<file path="src/rtl/mem_arb_pkg.sv">
// Shared types and default widths for the data-BRAM arbiter.
// Optional bounds check is enabled with MEM_ARB_BOUNDS_CHECK_EN.
package mem_arb_pkg;

  localparam int DEF_ADDR_W = 10;
  localparam int DEF_DATA_W = 32;

  typedef enum logic [1:0] {
    IDLE  = 2'd0,
    ISSUE = 2'd1,
    RWAIT = 2'd2
  } arb_state_t;

  // Width needed to index n items; never narrower than one bit.
  function automatic int idx_width(input int n);
    return (n < 2) ? 1 : $clog2(n);
  endfunction

endpackage

</file>
<file path="src/rtl/mem_arbiter_rr_picker.sv">
// Combinational round-robin picker: first set request after the last winner.
module rr_picker #(
  parameter int NUM_REQ = 2,
  parameter int PTR_W   = 1
) (
  input  logic [NUM_REQ-1:0] i_req,
  input  logic [PTR_W-1:0]   i_ptr,
  output logic [NUM_REQ-1:0] o_gnt,
  output logic [PTR_W-1:0]   o_idx,
  output logic               o_valid
);

  logic [PTR_W-1:0] w_cand;

  always_comb begin
    o_gnt   = '0;
    o_idx   = '0;
    o_valid = 1'b0;
    w_cand  = '0;
    // Offset NUM_REQ wraps back to the last winner itself, so it is searched last.
    for (int unsigned off = 1; off <= NUM_REQ; off++) begin
      w_cand = PTR_W'((32'(i_ptr) + off) % NUM_REQ);
      if (!o_valid && i_req[w_cand]) begin
        o_valid       = 1'b1;
        o_idx         = w_cand;
        o_gnt[w_cand] = 1'b1;
      end
    end
  end

endmodule

</file>
<file path="src/rtl/mem_arbiter.sv">
// Round-robin arbiter sharing one single-port data BRAM between requesters.
// Define MEM_ARB_BOUNDS_CHECK_EN to add the ERR output and suppress out-of-range accesses.
module mem_arbiter
  import mem_arb_pkg::*;
#(
  parameter int NUM_REQ  = 2,
  parameter int ADDR_W   = DEF_ADDR_W,
  parameter int DATA_W   = DEF_DATA_W,
  parameter int MEM_SIZE = 1024,
  parameter int READ_LAT = 1
) (
  input  logic                      CLK,
  input  logic                      RST_N,
  input  logic [NUM_REQ-1:0]        REQ,
  input  logic [NUM_REQ-1:0]        WE,
  input  logic [NUM_REQ*ADDR_W-1:0] ADDR,
  input  logic [NUM_REQ*DATA_W-1:0] WDATA,
  output logic [NUM_REQ-1:0]        GNT,
  output logic [NUM_REQ-1:0]        RVALID,
  output logic [DATA_W-1:0]         RDATA,
  output logic                      BUSY,
  output logic                      MEM_EN,
  output logic                      MEM_WE,
  output logic [ADDR_W-1:0]         MEM_ADDR,
  output logic [DATA_W-1:0]         MEM_WDATA,
  input  logic [DATA_W-1:0]         MEM_RDATA
`ifdef MEM_ARB_BOUNDS_CHECK_EN
  ,
  output logic                      ERR
`endif
);

  localparam int PTR_W = idx_width(NUM_REQ);
  localparam int CNT_W = idx_width(READ_LAT + 1);
  localparam logic [PTR_W-1:0] LP_PTR_RST  = PTR_W'(NUM_REQ - 1);
  localparam logic [CNT_W-1:0] LP_CNT_LOAD = CNT_W'(READ_LAT);
  localparam logic [CNT_W-1:0] LP_CNT_ONE  = CNT_W'(1);

  arb_state_t         r_state, w_state_nxt;
  logic [NUM_REQ-1:0] r_gnt, w_gnt_nxt;
  logic               r_mem_en, w_mem_en_nxt;
  logic               r_mem_we, w_mem_we_nxt;
  logic [ADDR_W-1:0]  r_mem_addr, w_mem_addr_nxt;
  logic [DATA_W-1:0]  r_mem_wdata, w_mem_wdata_nxt;
  logic [PTR_W-1:0]   r_ptr, w_ptr_nxt;
  logic [CNT_W-1:0]   r_cnt, w_cnt_nxt;
  logic               r_wr, w_wr_nxt;
  logic               r_oob, w_oob_nxt;

  logic [NUM_REQ-1:0] w_pick_oh;
  logic [PTR_W-1:0]   w_pick_idx;
  logic               w_pick_vld;
  logic [ADDR_W-1:0]  w_sel_addr;
  logic [DATA_W-1:0]  w_sel_wdata;
  logic               w_sel_we;
  logic               w_sel_oob;
  logic               w_last;
  logic               w_arb;
  logic [NUM_REQ-1:0] w_ptr_oh;

  rr_picker #(
    .NUM_REQ (NUM_REQ),
    .PTR_W   (PTR_W)
  ) u_picker (
    .i_req   (REQ),
    .i_ptr   (r_ptr),
    .o_gnt   (w_pick_oh),
    .o_idx   (w_pick_idx),
    .o_valid (w_pick_vld)
  );

  always_comb begin
    w_sel_addr  = '0;
    w_sel_wdata = '0;
    w_sel_we    = 1'b0;
    for (int unsigned i = 0; i < NUM_REQ; i++) begin
      if (w_pick_idx == PTR_W'(i)) begin
        w_sel_addr  = ADDR[i*ADDR_W +: ADDR_W];
        w_sel_wdata = WDATA[i*DATA_W +: DATA_W];
        w_sel_we    = WE[i];
      end
    end
  end

`ifdef MEM_ARB_BOUNDS_CHECK_EN
  logic r_err;

  assign w_sel_oob = (32'(w_sel_addr) >= 32'(MEM_SIZE));
  assign ERR       = r_err;

  always_ff @(posedge CLK) begin
    if (!RST_N) begin
      r_err <= 1'b0;
    end else begin
      r_err <= w_arb && w_pick_vld && w_sel_oob;
    end
  end
`else
  assign w_sel_oob = 1'b0;
`endif

  // The final RWAIT cycle (RVALID) also arbitrates, so back-to-back reads lose no cycle.
  assign w_last = (r_state == RWAIT) && (r_cnt == LP_CNT_ONE);
  assign w_arb  = (r_state == IDLE) || w_last;

  always_comb begin
    w_state_nxt     = r_state;
    w_gnt_nxt       = '0;
    w_mem_en_nxt    = 1'b0;
    w_mem_we_nxt    = 1'b0;
    w_mem_addr_nxt  = r_mem_addr;
    w_mem_wdata_nxt = r_mem_wdata;
    w_ptr_nxt       = r_ptr;
    w_cnt_nxt       = r_cnt;
    w_wr_nxt        = r_wr;
    w_oob_nxt       = r_oob;
    case (r_state)
      IDLE: ;
      ISSUE: begin
        if (r_wr) begin
          w_state_nxt = IDLE;
        end else begin
          w_state_nxt = RWAIT;
          w_cnt_nxt   = LP_CNT_LOAD;
        end
      end
      RWAIT: begin
        w_cnt_nxt = r_cnt - LP_CNT_ONE;
        if (w_last) begin
          w_state_nxt = IDLE;
        end
      end
      default: w_state_nxt = IDLE;
    endcase
    if (w_arb && w_pick_vld) begin
      w_state_nxt     = ISSUE;
      w_gnt_nxt       = w_pick_oh;
      w_mem_en_nxt    = !w_sel_oob;
      w_mem_we_nxt    = w_sel_we && !w_sel_oob;
      w_mem_addr_nxt  = w_sel_addr;
      w_mem_wdata_nxt = w_sel_wdata;
      w_ptr_nxt       = w_pick_idx;
      w_wr_nxt        = w_sel_we;
      w_oob_nxt       = w_sel_oob;
    end
  end

  always_ff @(posedge CLK) begin
    if (!RST_N) begin
      r_state     <= IDLE;
      r_gnt       <= '0;
      r_mem_en    <= 1'b0;
      r_mem_we    <= 1'b0;
      r_mem_addr  <= '0;
      r_mem_wdata <= '0;
      r_ptr       <= LP_PTR_RST;
      r_cnt       <= '0;
      r_wr        <= 1'b0;
      r_oob       <= 1'b0;
    end else begin
      r_state     <= w_state_nxt;
      r_gnt       <= w_gnt_nxt;
      r_mem_en    <= w_mem_en_nxt;
      r_mem_we    <= w_mem_we_nxt;
      r_mem_addr  <= w_mem_addr_nxt;
      r_mem_wdata <= w_mem_wdata_nxt;
      r_ptr       <= w_ptr_nxt;
      r_cnt       <= w_cnt_nxt;
      r_wr        <= w_wr_nxt;
      r_oob       <= w_oob_nxt;
    end
  end

  // The pointer still holds the in-flight requester while the read is outstanding.
  always_comb begin
    w_ptr_oh = '0;
    for (int unsigned i = 0; i < NUM_REQ; i++) begin
      if (r_ptr == PTR_W'(i)) begin
        w_ptr_oh[i] = 1'b1;
      end
    end
  end

  assign GNT       = r_gnt;
  assign MEM_EN    = r_mem_en;
  assign MEM_WE    = r_mem_we;
  assign MEM_ADDR  = r_mem_addr;
  assign MEM_WDATA = r_mem_wdata;
  assign BUSY      = ((r_state == ISSUE) && !r_wr) || (r_state == RWAIT);
  assign RVALID    = w_last ? w_ptr_oh : '0;
  assign RDATA     = (w_last && !r_oob) ? MEM_RDATA : '0;

endmodule
</file>
<file path="config.mk">
export PLATFORM = sky130hd
export DESIGN_NAME = mem_arbiter
export DESIGN_NICKNAME = d
export VERILOG_FILES = /design/src/rtl/mem_arb_pkg.sv /design/src/rtl/mem_arbiter_rr_picker.sv /design/src/rtl/mem_arbiter.sv
export SDC_FILE = /design/constraint.sdc
export NUM_CORES = 1
export LEC_CHECK = 0
export ABC_CLOCK_PERIOD_IN_PS = 3100
export BUFFER_PORTS_ARGS = -buffer_cell sky130_fd_sc_hd__buf_2
export CAP_MARGIN = 30
export CORE_AREA = 2 2 78 80
export DETAILED_ROUTE_END_ITERATION = 8
export DIE_AREA = 0 0 80 82
export MAX_ROUTING_LAYER = met4
export PLACE_DENSITY = 0.85
export SYNTH_ARGS = -nofsm -noshare
export SYNTH_HDL_FRONTEND = slang
export SYNTH_SLANG_ARGS = --single-unit
</file>
<file path="constraint.sdc">
create_clock -name CLK -period 3.1 [get_ports CLK]
set_input_delay 0.465 -clock CLK [delete_from_list [all_inputs] [get_ports CLK]]
set_output_delay 0.465 -clock CLK [all_outputs]
set_load 0.02 [all_outputs]
</file>
# Word level (Yosys, flattened, before mapping)
# Index checks and enable logic that the tools add are counted.
# word_totals
n_memories,0
latchBits,0
out_inout_bits,81
mem_bits_ro,0
wordCells,71
in_bits,122
mem_bits_rw,0
reg_bits,51
# classes
n_reduce_logical,17
n_eq_ne,6
n_lt_le_gt_ge,4
n_shift,0
addsub,3
n_div,0
mux,28
bitwise,3
multipliers,0
# ops
op,count
$mux W32,2
$mux W1,16
$mux W10,1
$mux W2,5
$reduce_and A2 Y1,4
$logic_and A1 B1 Y1,6
$pmux W2 S3,1
$lt A1 B2 Y1 const B,2
$ne A2 B2 Y1 const B,2
$ne A3 B3 Y1 const B,1
$add A1 B1 Y1 const B,2
$demux W1 S1,2
$eq A2 B1 Y1 const B,1
$eq A2 B2 Y1 const B,1
$ge A1 B1 Y1 const B,2
$logic_not A1 Y1,2
$logic_not A2 Y1,1
$logic_or A1 B1 Y1,2
$ne A2 B1 Y1 const B,1
$not A1 Y1,2
$or A2 B2 Y2,1
$pmux W1 S2,1
$reduce_bool A2 Y1,1
$reduce_or A2 Y1,1
$sub A1 B1 Y1 const B,1

# Longest topological paths before layout
# Gate-level depths: netlist of run 1.
# logic_depth
depth_word,10
mapped_depth,6
mapped_depth_nobuf,3

# Cells and area by module
# A second synthesis of run 1 with hierarchy kept.
# unflattened
hier_cells,215
area_unflattened_um2,2342.2
# modules_own_cells
module,area_per_inst_um2,seq_area_each_um2,n_inst,cells_each
mem_arbiter,2309.7,1021.0,1,210
rr_picker,32.5,0.0,1,5

# Least setup slack after synthesis of run 1
# No wires, ideal clock.
# synth_path
path_type,input to register
start,input port REQ[1]
end,register r_mem_addr[9] (netlist: MEM_ADDR[9])
setup_slack_ns,1.564
path_buffers,3
t_arrival_ns,1.468
setup_ns,0.068
t_required_ns,3.032
cell_stages,6
cell_sequence,nor2_1 -> or4b_1 -> clkbuf_1 -> buf_6 -> buf_6 -> o2bb2ai_2
# synth_between
elab_chain_len,7
word_cells_on_any_way,12
cone_classes,mux (9); reduce/logical (3)
# synth_lines
element,line_no,rtl
"start, declared",mem_arbiter.sv:14,"input logic [NUM_REQ-1:0] REQ,"
$mux W1 (implied by the code) (2 in a row),mem_arbiter_rr_picker.sv:23,if (!o_valid && i_req[w_cand]) begin
$mux W1,mem_arbiter_rr_picker.sv:23,
$logic_not A1 Y1,mem_arbiter_rr_picker.sv:23,
$logic_and A1 B1 Y1,mem_arbiter_rr_picker.sv:23,
$mux W1,mem_arbiter_rr_picker.sv:23,
$mux W10 or $logic_and A1 B1 Y1 (tied branches),"mem_arbiter.sv:77, mem_arbiter.sv:135",
"end signal, assigned",mem_arbiter.sv:165,r_mem_addr <= w_mem_addr_nxt;
"end, declared",mem_arbiter.sv:43,"logic [ADDR_W-1:0] r_mem_addr, w_mem_addr_nxt;"
# Parallel ways exist; a longest one is shown, timed or not. The select of a mux whose other input is x is not followed.
# A chain may end at the register's enable or synchronous reset.

# Worst setup path after layout of run 1
# layout_path
start,register r_state[0]
end,output port RDATA[13]
# layout_between
elab_chain_len,3
# layout_lines
element,line_no,rtl
"start, declared",mem_arbiter.sv:39,"arb_state_t r_state, w_state_nxt;"
"start signal, assigned",mem_arbiter.sv:161,r_state <= w_state_nxt;
$eq A2 B2 Y1,mem_arbiter.sv:103,assign w_last = (r_state == RWAIT) && (r_cnt == LP_CNT_ONE);
$logic_and A1 B1 Y1,mem_arbiter.sv:103,
$mux W32,mem_arbiter.sv:191,assign RDATA = (w_last && !r_oob) ? MEM_RDATA : '0;
"end, declared",mem_arbiter.sv:20,"output logic [DATA_W-1:0] RDATA,"
# Every way passes these cells.

==> summary.md, run 1 <==
| Metric | Value |
|---|---|
| Status | completed |
| Post-synthesis cell type count | 22 |
| Clock Skew | 4.576 ps |
| Final core occ | between 60% and 70% |
| Maximum VDD drop | 0.0002867 V |
| H-tree levels | 2 |
| RSZ-0062 raised after global routing | false |
| Row Count | 28 |
| Final setup fails | 0 |
| Pleak | 0.001847 uW |
| Remaining Overflow, GRT | 0 |
| Avg WL per Cell | ~14 microns |
| Chip Height | 82 microns |
| Synth warn | 0 |
| Post-cts resize count | 0 |
| Initial antenna violation count | 0 |
| Final WL | 6530 microns |
| Post-DP HPWL | 5090 microns |
| CTS tree | done |
| Post-Syn Instances | ~210 |
| Nets | 522 |
| Sequential area share after synthesis | 44.57% |
| IO Port Bufs | 202 |
| DIE WIDTH | roughly 80 microns |
| Reg2Reg Depth | 4 |
| Post-Synthesis Net Count | 330 |
| Mapped Area | between 0.002 and 0.0025 sq mm |
| Clock Path Buffers | 2 |
| Pre-Repair DR Iteration Count | 4 |
| Setup TNS | 0 ps |
| Core area | 0.005746 sq mm |
| Worst Setup Start Kind | flop |
| Largest net degree at the start of global routing | 47 |
| Crit path arrival time | approximately 1700 ps |
| Number of synthesized register bits | 51 |
| Worst-Margin Slew | 957.3 ps |
| Vias in the first global route | 2144 |
| Post-route ant nets | 0 |
| Max Clock Freq | around 460 MHz |
| Via count | between 2000 and 2500 |
| Endpoints failing hold | 0 |
| Number of CTS-inserted buffers | 5 |
| First-pass GRT wire length | 9515 microns |
| Hold-fix buffers at CTS | 0 |
| Worst-path clk slew | 90 ps |
| Initial DRC count | 36 |
| Largest fanout on the critical path | 32 |
| Inserted Diodes | 0 |
| Post-route DRC | 0 |
| Clock latency on the worst-skew pair | around 290 ps |
| Critical Path RT | ~2600 ps |
| Crit share post-route | 70.85% |
| Hold WC Path Type | input pin to flop |
| Max Slew Vio Count | 0 |
| Post CTS Setup Buffer Count | 0 |
| Total GRT Usage | 19.33% |
| Vias/cell | 4.777 |
| Mapped Avg Cell Area | 11.01 sq um |
| Routability cong. | 0.7080 |
| Initial Util | between 30% and 40% |
| Clock root buffer | clkbuf_8 |
| Area delta synth->final | 52.05% |
| I/O pin total | 203 |
| Slew HR | between 30 and 40% |
| Fillers | 520 |
| Layout cell share with drive strength beyond 1 | 55.36% |
| P per Cell Area | a little under 500 mW/mm^2 |
| Die area | 0.006560 sq mm |
| Pwr Total | approximately 1700 uW |
| Num Clock Sinks | 51 |
| Crit path time final | approximately 2200 ps |
| Worst hold path depth | 2 |
| Max-Cap Viols | 0 |
| Worst Setup Path Type | flop to output pin |
| Crit. End Element | output pin |
[critical path, cell delays in order (launching register included)]
cell	delay, ps
dfxtp_1	350
and3b_1	680
and2_1	220
buf_2	180
[cell usage after synthesis]
cell type | instances | area [sq um]
or4b_1 | 1 | 10.01
buf_6 | 2 | 22.52
dfxtp_1 | 51 | 1021
clkbuf_1 | 7 | 26.28
buf_2 | 9 | 45.04
nand3b_1 | 1 | 7.510
o2bb2ai_2 | 6 | 90.09
a2bb2oi_1 | 1 | 8.760
nor2b_1 | 2 | 12.51
o31a_1 | 1 | 8.760
mux2_2 | 1 | 11.26
inv_1 | 3 | 11.26
nor2_2 | 1 | 6.260
a21boi_0 | 1 | 7.510
and2_1 | 32 | 200.2
and3b_1 | 1 | 8.760
o211a_1 | 1 | 10.01
mux2i_1 | 43 | 430.4
o2bb2ai_1 | 37 | 324.1
buf_1 | 1 | 3.750
nor2_1 | 5 | 18.77
and3_1 | 1 | 6.260
[flip-flops by register name, indices dropped and copies added (netlist names)]
name / flops
MEM_WDATA: 32
r_state: 2
GNT: 2
MEM_WE: 1
MEM_ADDR: 10
MEM_EN: 1
r_wr: 1
r_cnt: 1
r_ptr: 1
[cell families (layout without fill, tap and decap cells)]
family                 Yosys count  in the layout  synth area share [%]
AO/OA/AOI/OAI                   47             47                 19.61
buffers and inverters           22            215                 4.751
flip-flops                      51             51                 44.57
multiplexers                    44             44                 19.28
AND/OR/NAND/NOR                 44             44                 11.80
[placed cells by master (no fill, tap or decap), types with 2 or more instances in the layout]
| cell | netlist | routed |
|---|---|---|
| and2_1 | 32 | 32 |
| clkbuf_8 | 0 | 5 |
| o2bb2ai_1 | 37 | 37 |
| buf_2 | 9 | 202 |
| o2bb2ai_2 | 6 | 6 |
| bufinv_16 | 0 | 2 |
| mux2i_1 | 43 | 43 |
| nor2_1 | 5 | 5 |
| inv_1 | 3 | 3 |
| nor2b_1 | 2 | 2 |
| buf_12 | 0 | 2 |
| dfxtp_1 | 51 | 51 |
[power breakdown]
part,total [uW],switching (uW),internal (uW)
Clock,534,211,323
Sequential,762,39.3,723
Combinational,403,224,179
[final timing paths]
path                    to  slack, ps     startpoint
max              RDATA[13]        900     r_state[0]
min reg2reg  MEM_WDATA[12]        460  MEM_WDATA[12]
max reg2reg  MEM_WDATA[30]       1370     r_state[1]
min                  r_cnt        430          RST_N
[metal layers]
metal / part of all wire [%] / track usage [%] / wire [microns]
met1: 36 / 17.96 / 2376
met2: 55 / 38.92 / 3574
met3: 8.4 / 4.835 / 548
met4: 0.47 / 5.254 / 31
met5: 0 / - / 0
[metrics by stage]
| step | area [sq um] | setup WS [ps] | hold slack [ps] | cells |
|---|---|---|---|---|
| finish | 3483 | 903.6 | 435.0 | 476 |
| global route | 3483 | 726.6 | 417.2 | 476 |
| CTS | 3483 | 870.0 | 418.5 | 476 |
| detailed placement | 3351 | 1203 | 441.8 | 468 |
| global placement | 3331 | 940.5 | 440.4 | 467 |
| floorplan | 2291 | 1564 | 447.8 | 208 |
[cell type report]
class / instances / area, sq um / share of cell area (%)
Tap cell: 75 / 93.84 / 2.694
Timing Repair Buffer: 204 / 1051 / 30.17
Inverter: 3 / 11.26 / 0.3233
Multi-Input combinational cell: 135 / 1174 / 33.69
Sequential cell: 51 / 1021 / 29.31
Clock buffer: 6 / 72.57 / 2.083
Clock inverter: 2 / 60.06 / 1.724
No activity file was read; power rests on OpenSTA's default activity.
==> run 2, diff against run 1 <==
--- a/config.mk
+++ b/config.mk
@@ -5,14 +5,16 @@
 export SDC_FILE = /design/constraint.sdc
 export NUM_CORES = 1
 export LEC_CHECK = 0
-export ABC_CLOCK_PERIOD_IN_PS = 3100
+export ABC_AREA = 1
+export ABC_CLOCK_PERIOD_IN_PS = 1800
 export BUFFER_PORTS_ARGS = -buffer_cell sky130_fd_sc_hd__buf_2
 export CAP_MARGIN = 30
-export CORE_AREA = 2 2 78 80
+export CORE_ASPECT_RATIO = 1.4
+export CORE_MARGIN = 1.5
+export CORE_UTILIZATION = 36
 export DETAILED_ROUTE_END_ITERATION = 8
-export DIE_AREA = 0 0 80 82
 export MAX_ROUTING_LAYER = met4
-export PLACE_DENSITY = 0.85
+export PLACE_DENSITY = 0.76
 export SYNTH_ARGS = -nofsm -noshare
 export SYNTH_HDL_FRONTEND = slang
 export SYNTH_SLANG_ARGS = --single-unit
==> constraint.sdc (replaced) <==
create_clock -name CLK -period 1.8 [get_ports CLK]
set_input_delay 0.27 -clock CLK [delete_from_list [all_inputs] [get_ports CLK]]
set_output_delay 0.27 -clock CLK [all_outputs]
set_load 0.02 [all_outputs]
==> run 2 against run 1 <==
Effect of this change: die area up 21%; first-iteration DRC count is 140% higher; cell count is 51% higher; wire length up 21%; critical endpoint is now RDATA[2]; synthesized area increased by 16%; register-to-register slack got worse by 980 ps; flip-flop and latch count is the same; utilization shrank 6.5 points; synthesized cell count grew 110%; sequential share of layout area fell by 2.6 points; clock power is 52% higher.
==> summary.md, run 2 <==
| Metric | Value |
|---|---|
| Status | completed |
| Hold-fix buffers at CTS | 0 |
| Largest net degree at the start of global routing | 48 |
| Most frequent cell after synthesis | nand2_1 |
| Layout cell share with drive strength beyond 1 | 36.00% |
| Max Clock Freq | just over 600 MHz |
| Clock Skew | roughly 4.5 ps |
| Clock Path Buffers | 2 |
| Worst-path cell chain | nand3_2 -> buf_8 -> nor2_1 -> buf_2 |
| Clock root buffer | clkbuf_8 |
| Flop2flop setup slack | 390 ps |
| Sequential area share after synthesis | 38.31% |
| Pleak | 0.002527 uW |
| Maximum VDD drop | 0.0006367 V |
| Reg2Reg Depth | 7 |
| First-pass GRT wire length | 12100 microns |
| Crit. End Element | output pin |
| CTS tree | done |
| Num Clock Sinks | 51 |
| Initial Util | between 30% and 40% |
| Final WL | 7900 microns |
| CP peak stage delay | 430 ps |
| Post-route DRC | 0 |
| Area leader, netlist | dfxtp_1 |
| Worst flop-to-flop path endpoint | MEM_WDATA[7] |
| Avg WL per Cell | 10.97 microns |
| Die area | 0.007935 sq mm |
| Worst-Margin Slew | 507.4 ps |
| Hold WC Path Type | input pin to flop |
| Vias in the first global route | 2852 |
| Worst Setup Start Kind | flop |
| Combinational power share | around 28% |
| Mapped Area | 0.002665 sq mm |
| Post-Synthesis Net Count | 555 |
| Crit path buffers/inverters | 2 |
| Clock latency on the worst-skew pair | 290 ps |
| Final setup fails | 0 |
| Largest delay contributor family on the critical path | flip-flops |
| Crit path time final | 1630 ps |
| I/O pin total | 203 |
| Fillers | 739 |
| Synth Flop Type | dfxtp_1 |
| Part of the power in registers | 44.5% |
| Pre-Repair DR Iteration Count | 4 |
| Most common cell after layout, fill and taps aside | nand2_1 |
| Post-Syn Instances | 433 |
| IO Port Bufs | 202 |
| Routability cong. | 0.7683 |
| Core area | just over 0.007 sq mm |
| Endpoints failing hold | 0 |
| Vias/cell | 4.421 |
| Initial antenna violation count | 0 |
| RSZ-0062 raised after global routing | false |
| Hold WS | around 250 ps |
| Number of synthesized register bits | 51 |
| Post-DP HPWL | 6027 microns |
| Setup TNS | 0 ps |
| Clock share of power | 28.0% |
| Dpl cell area | 0.003699 sq mm |
| Fin area | 0.003829 sq mm |
| Synth area leaders | dfxtp_1 (38%), nand2_1 (31%), nand3_1 (9.4%), inv_1 (5.8%), nor2_1 (5.2%) |
| CP max stage cell | dfxtp_1 |
| Int Pwr | 1992 uW |
| Most frequent cells in the layout | nand2_1 (219), buf_2 (202), dfxtp_1 (51), nand3_1 (49), inv_1 (40) |
| Via count | ~3200 |
| DIE WIDTH | 75.72 microns |
| H-tree levels | 2 |
| Crit share post-route | 90.54% |
| Inserted Diodes | 0 |
| Post-synthesis cell type count | 17 |
| Remaining Overflow, GRT | 0 |
| P per Cell Area | roughly 760 mW/mm^2 |
| Worst Setup Path Type | flop to output pin |
| Synth top area share | 38.31% |
| Max-Cap Viols | 0 |
| Largest fanout on the critical path | 34 |
| Crit path arrival time | 1360 ps |
| Row Count | 36 |
| Total GRT Usage | around a fifth |
| Post-route ant nets | 0 |
| Top post-synthesis cells by count | nand2_1 (219), dfxtp_1 (51), nand3_1 (50), inv_1 (41), nor2_1 (37) |
| Switch share | 31.49% |
| Synth warn | 0 |
| Max Slew Vio Count | 0 |
| Sw power | 915.8 uW |
| Pwr Total | 2908 uW |
| Worst Setup EP | RDATA[2] |
| Critical R2R Launch | r_ptr |
| Worst-path clk slew | 90 ps |
| Post-synth EDFFs | 0 |
| Area delta synth->final | 43.66% |
| Nets | 746 |
| CP Depth | 4 |
| Number of CTS-inserted buffers | 5 |
| Chip Height | roughly 100 microns |
| Async SR Flop Fraction | 0% |
| Max reg flops | 32 |
| Crit. Startpoint | r_state[1] |
| Critical Path RT | ~1500 ps |
| Mapped Avg Cell Area | 6.155 sq um |
| Slew HR | 66.17% |
| Initial DRC count | 88 |
## run 2: changes by cell type in the layout (fill, tap and decap cells not counted), sizes merged, moves of 3 or more
cell     delta
nand2     +221
nand3      +51
mux2i      -43
o2bb2ai    -43
inv        +39
and2       -32
nor2       +32
buf         +5
a21oi       +3
## run 2: how the worst min path moves through the flow
| stage | start | end | slack, ps | cells past startpoint |
|---|---|---|---|---|
| after floorplan | r_wr | r_wr | 440 | 2 |
| after global placement | r_wr | r_wr | 460 | 2 |
| after detailed placement | r_wr | r_wr | 460 | 2 |
| after CTS | WDATA[60] | MEM_WDATA[28] | 240 | 5 |
| after global routing | WDATA[40] | MEM_WDATA[8] | 260 | 5 |
| final | WDATA[36] | MEM_WDATA[4] | 250 | 5 |
## run 2: power by group through the flow
| stage | Combinational [uW] | Sequential, uW | Clock, uW |
|---|---|---|---|
| finish | 799 | 1300 | 813 |
| global route | 894 | 1310 | 881 |
| CTS | 808 | 1290 | 845 |
| detailed placement | 806 | 1320 | 0 |
| global placement | 792 | 1320 | 0 |
| floorplan | 383 | 1440 | 0 |
## run 2: cell type report
type | count | area [sq um] | area share (%)
multi-input combinational | 315 | 1305 | 34.08
timing repair buffer | 209 | 1109 | 28.95
sequential | 51 | 1021 | 26.67
inverter | 42 | 157.7 | 4.118
tap | 95 | 118.9 | 3.105
clock buffer | 6 | 82.58 | 2.157
clock inverter | 2 | 35.03 | 0.9150
## run 2: what timing repair did
item	in CTS	in global routing
gates resized for setup	0	4
setup buffers	0	0
endpoints found under the setup margin	0	34
## run 2: through the flow
stage | utilization [%] | instances | setup slack (ps)
3_3_place_gp | 52.30 | 712 | 406.3
5_1_grt | 54.14 | 720 | 37.92
3_5_place_dp | 52.30 | 712 | 374.9
6_report | 54.14 | 720 | 170.3
4_1_cts | 53.96 | 720 | 44.34
2_1_floorplan | - | 433 | 415.0
## run 2: logic make-up (layout without fill, tap and decap cells)
| group | after synthesis | after routing | share of synthesized area [%] |
|---|---|---|---|
| simple gates | 311 | 311 | 47.61 |
| buf+inv | 67 | 259 | 12.91 |
| flops | 51 | 51 | 38.31 |
| compound gates | 4 | 4 | 1.174 |
## run 2: worst min-delay path: stages
cell	delay, ps
buf_2	70
nand2_1	40
nand2_1	50
nand2_1	40
nand2_1	40
## run 2: routing by layer
layer | track usage, % | vias to the layer above | part of all wire (%) | routed length [microns]
met3 | 2.314 | 14 | 5.9 | 466
met2 | 38.97 | 141 | 53 | 4221
met1 | 18.99 | 1356 | 39 | 3043
li1 | - | 1672 | - | -
met5 | - | - | 0 | 0
met4 | 6.250 | 0 | 2.1 | 169
==> run 3, diff against run 2 <==
--- a/config.mk
+++ b/config.mk
@@ -6,15 +6,15 @@
 export NUM_CORES = 1
 export LEC_CHECK = 0
 export ABC_AREA = 1
-export ABC_CLOCK_PERIOD_IN_PS = 1800
+export ABC_CLOCK_PERIOD_IN_PS = 2040
 export BUFFER_PORTS_ARGS = -buffer_cell sky130_fd_sc_hd__buf_2
 export CAP_MARGIN = 30
 export CORE_ASPECT_RATIO = 1.4
 export CORE_MARGIN = 1.5
-export CORE_UTILIZATION = 36
+export CORE_UTILIZATION = 43
 export DETAILED_ROUTE_END_ITERATION = 8
 export MAX_ROUTING_LAYER = met4
-export PLACE_DENSITY = 0.76
+export PLACE_DENSITY = 0.86
 export SYNTH_ARGS = -nofsm -noshare
 export SYNTH_HDL_FRONTEND = slang
 export SYNTH_SLANG_ARGS = --single-unit
==> constraint.sdc (replaced) <==
create_clock -name CLK -period 2.04 [get_ports CLK]
set_input_delay 0.306 -clock CLK [delete_from_list [all_inputs] [get_ports CLK]]
set_output_delay 0.306 -clock CLK [all_outputs]
set_load 0.02 [all_outputs]
==> run 3 against run 2 <==
Effect of this change: power fell by 16%; critical endpoint is now RDATA[9]; flip-flop and latch count unchanged; wire length fell by 2.3%; setup slack got worse by 9.5 ps; sequential share of layout area grew 0.67 points; critical path depth is 1 higher; clock power is 24% lower; highest routed layer unchanged; utilization grew 9.1 points; global-route usage is 3.2 points higher; worst hold slack improved by 37 ps; first-iteration DRC count rose by 65%.
==> summary.md, run 3 (synthesis results as in run 2) <==
| Metric | Value |
|---|---|
| Initial antenna violation count | 0 |
| Max Slew Vio Count | 0 |
| Most common cell after layout, fill and taps aside | nand2_1 |
| Sw power | 787.4 uW |
| DP Cell Count | between 600 and 700 |
| Number of CTS-inserted buffers | 5 |
| Post CTS Setup Buffer Count | 0 |
| Dpl cell area | 0.003635 sq mm |
| Clock Path Buffers | 2 |
| Int Pwr | 1658 uW |
| Endpoints failing hold | 0 |
| Final WS setup | 160.8 ps |
| Met2 GRT Util | 44.47% |
| Clock Skew | 5.685 ps |
| Largest net degree at the start of global routing | 48 |
| Num Clock Sinks | 51 |
| Area delta synth->final | 40.14% |
| Worst Setup Path Type | flop to output pin |
| Clock latency on the worst-skew pair | 290 ps |
| Max-Cap Viols | 0 |
| Met3 Resource Use GR | about 4.5% |
| DIE WIDTH | 69.54 microns |
| Final std cells w/o fill | 694 |
| Status | completed |
| P per Cell Area | 654.7 mW/mm^2 |
| Clock share of power | 25.2% |
| Fin area | roughly 0.0037 sq mm |
| Post-route ant nets | 0 |
| M1 GR Usage | 22.79% |
| Layout cell share with drive strength beyond 1 | a little over a third |
| Nets | 745 |
| CP max stage cell | dfxtp_1 |
| Post-DP HPWL | 5965 microns |
| Pre-Repair DR Iteration Count | 4 |
| Total GRT Usage | 23.05% |
| I/O pin total | 203 |
| Die area | 0.006686 sq mm |
| Initial DRC count | about 150 |
| Setup TNS | 0 ps |
| Max Clock Freq | 532.1 MHz |
| First-pass GRT wire length | 12250 microns |
| Final WL | 7719 microns |
| Crit path arrival time | between 1500 and 2000 ps |
| Most frequent cells in the layout | nand2_1 (219), buf_2 (202), dfxtp_1 (51), nand3_1 (50), inv_1 (41) |
| Pwr Total | 2445 uW |
| Switch share | 32.20% |
| Hold-fix buffers at CTS | 0 |
| Routability cong. | 0.9094 |
| Combinational power share | between 20% and 30% |
| H-tree levels | 2 |
| Flop2flop setup slack | 490 ps |
| Largest fanout on the critical path | 34 |
| Crit path time final | roughly 1900 ps |
| Core area | between 0.005 and 0.006 sq mm |
| Maximum VDD drop | 0.0004667 V |
| RSZ-0062 raised after global routing | false |
| Slew HR | 63.15% |
| IO Port Bufs | slightly above 200 |
| Via count | ~3200 |
| Final setup fails | 0 |
| Avg WL per Cell | 11.12 microns |
| Vias/cell | 4.620 |
| CTS tree | done |
| Part of the power in registers | 46.8% |
| Worst-Margin Slew | 552.7 ps |
| CP peak stage delay | ~330 ps |
| Remaining Overflow, GRT | 0 |
| Post-Place Worst Slack | between 300 and 400 ps |
| Max reg flops | 32 |
| Crit. End Element | output pin |
| Row Count | 33 |
| Vias in the first global route | 2814 |
| Chip Height | around 96 microns |
| Crit share post-route | between 90% and 100% |
| Hold WC Path Type | input pin to flop |
| Inserted Diodes | 0 |
| Worst-path cell chain | inv_1 -> nand3_1 -> buf_4 -> nor2_1 -> buf_2 |
| Post-route DRC | 0 |
| Pleak | 0.002502 uW |
| Most used routing layer | met2 |
| Worst Setup Start Kind | flop |
| Critical Path RT | 1730 ps |
| Clock root buffer | clkbuf_8 |
| Worst-path clk slew | 90 ps |
| Initial Util | 45.14% |
| Post-cts resize count | 0 |
## run 3: cell type report
cell class,instances,area (sq um)
Clock buffer,8,100.1
Fill cell,574,2170
Inverter,42,157.7
Multi-Input combinational cell,315,1300
Sequential cell,51,1021
Tap cell,70,87.58
Timing Repair Buffer,208,1069
## run 3: stage by stage
stage / util (%) / hold slack, ps
6_report: 63.25 / 288.6
5_1_grt: 63.25 / 290.3
4_1_cts: 63.25 / 273.7
3_5_place_dp: 61.56 / 458.2
3_3_place_gp: 61.56 / 456.0
2_1_floorplan: - / 441.9
## run 3: power by group through the flow
stage | clock, uW | sequential [uW] | combinational (uW)
after global placement | 0 | 1160 | 673
after CTS | 638 | 1140 | 690
after global routing | 684 | 1160 | 762
after detailed placement | 0 | 1170 | 688
final | 616 | 1140 | 686
after floorplan | 0 | 1270 | 338
## run 3: critical path, delay by kind of cell, from the launching register on
family                 cells  cell delay (ps)
buffers and inverters      3              600
and+or+nand+nor            2              350
DFF                        1              330
## run 3: final timing paths
path,endpoint,start,cells past startpoint
setup / recovery,RDATA[9],r_state[0],5
hold / removal,MEM_WDATA[28],WDATA[60],5
setup reg to reg,r_wr,r_cnt,6
hold reg to reg,MEM_ADDR[4],MEM_ADDR[4],2
## run 3: routing by layer
metal / vias to the layer above / routed length (microns) / share of wire (%)
met1: 1384 / 2899 / 38
met3: 10 / 539 / 7.0
met4: 0 / 109 / 1.4
li1: 1669 / - / -
met2: 143 / 4171 / 54
met5: - / 0 / 0
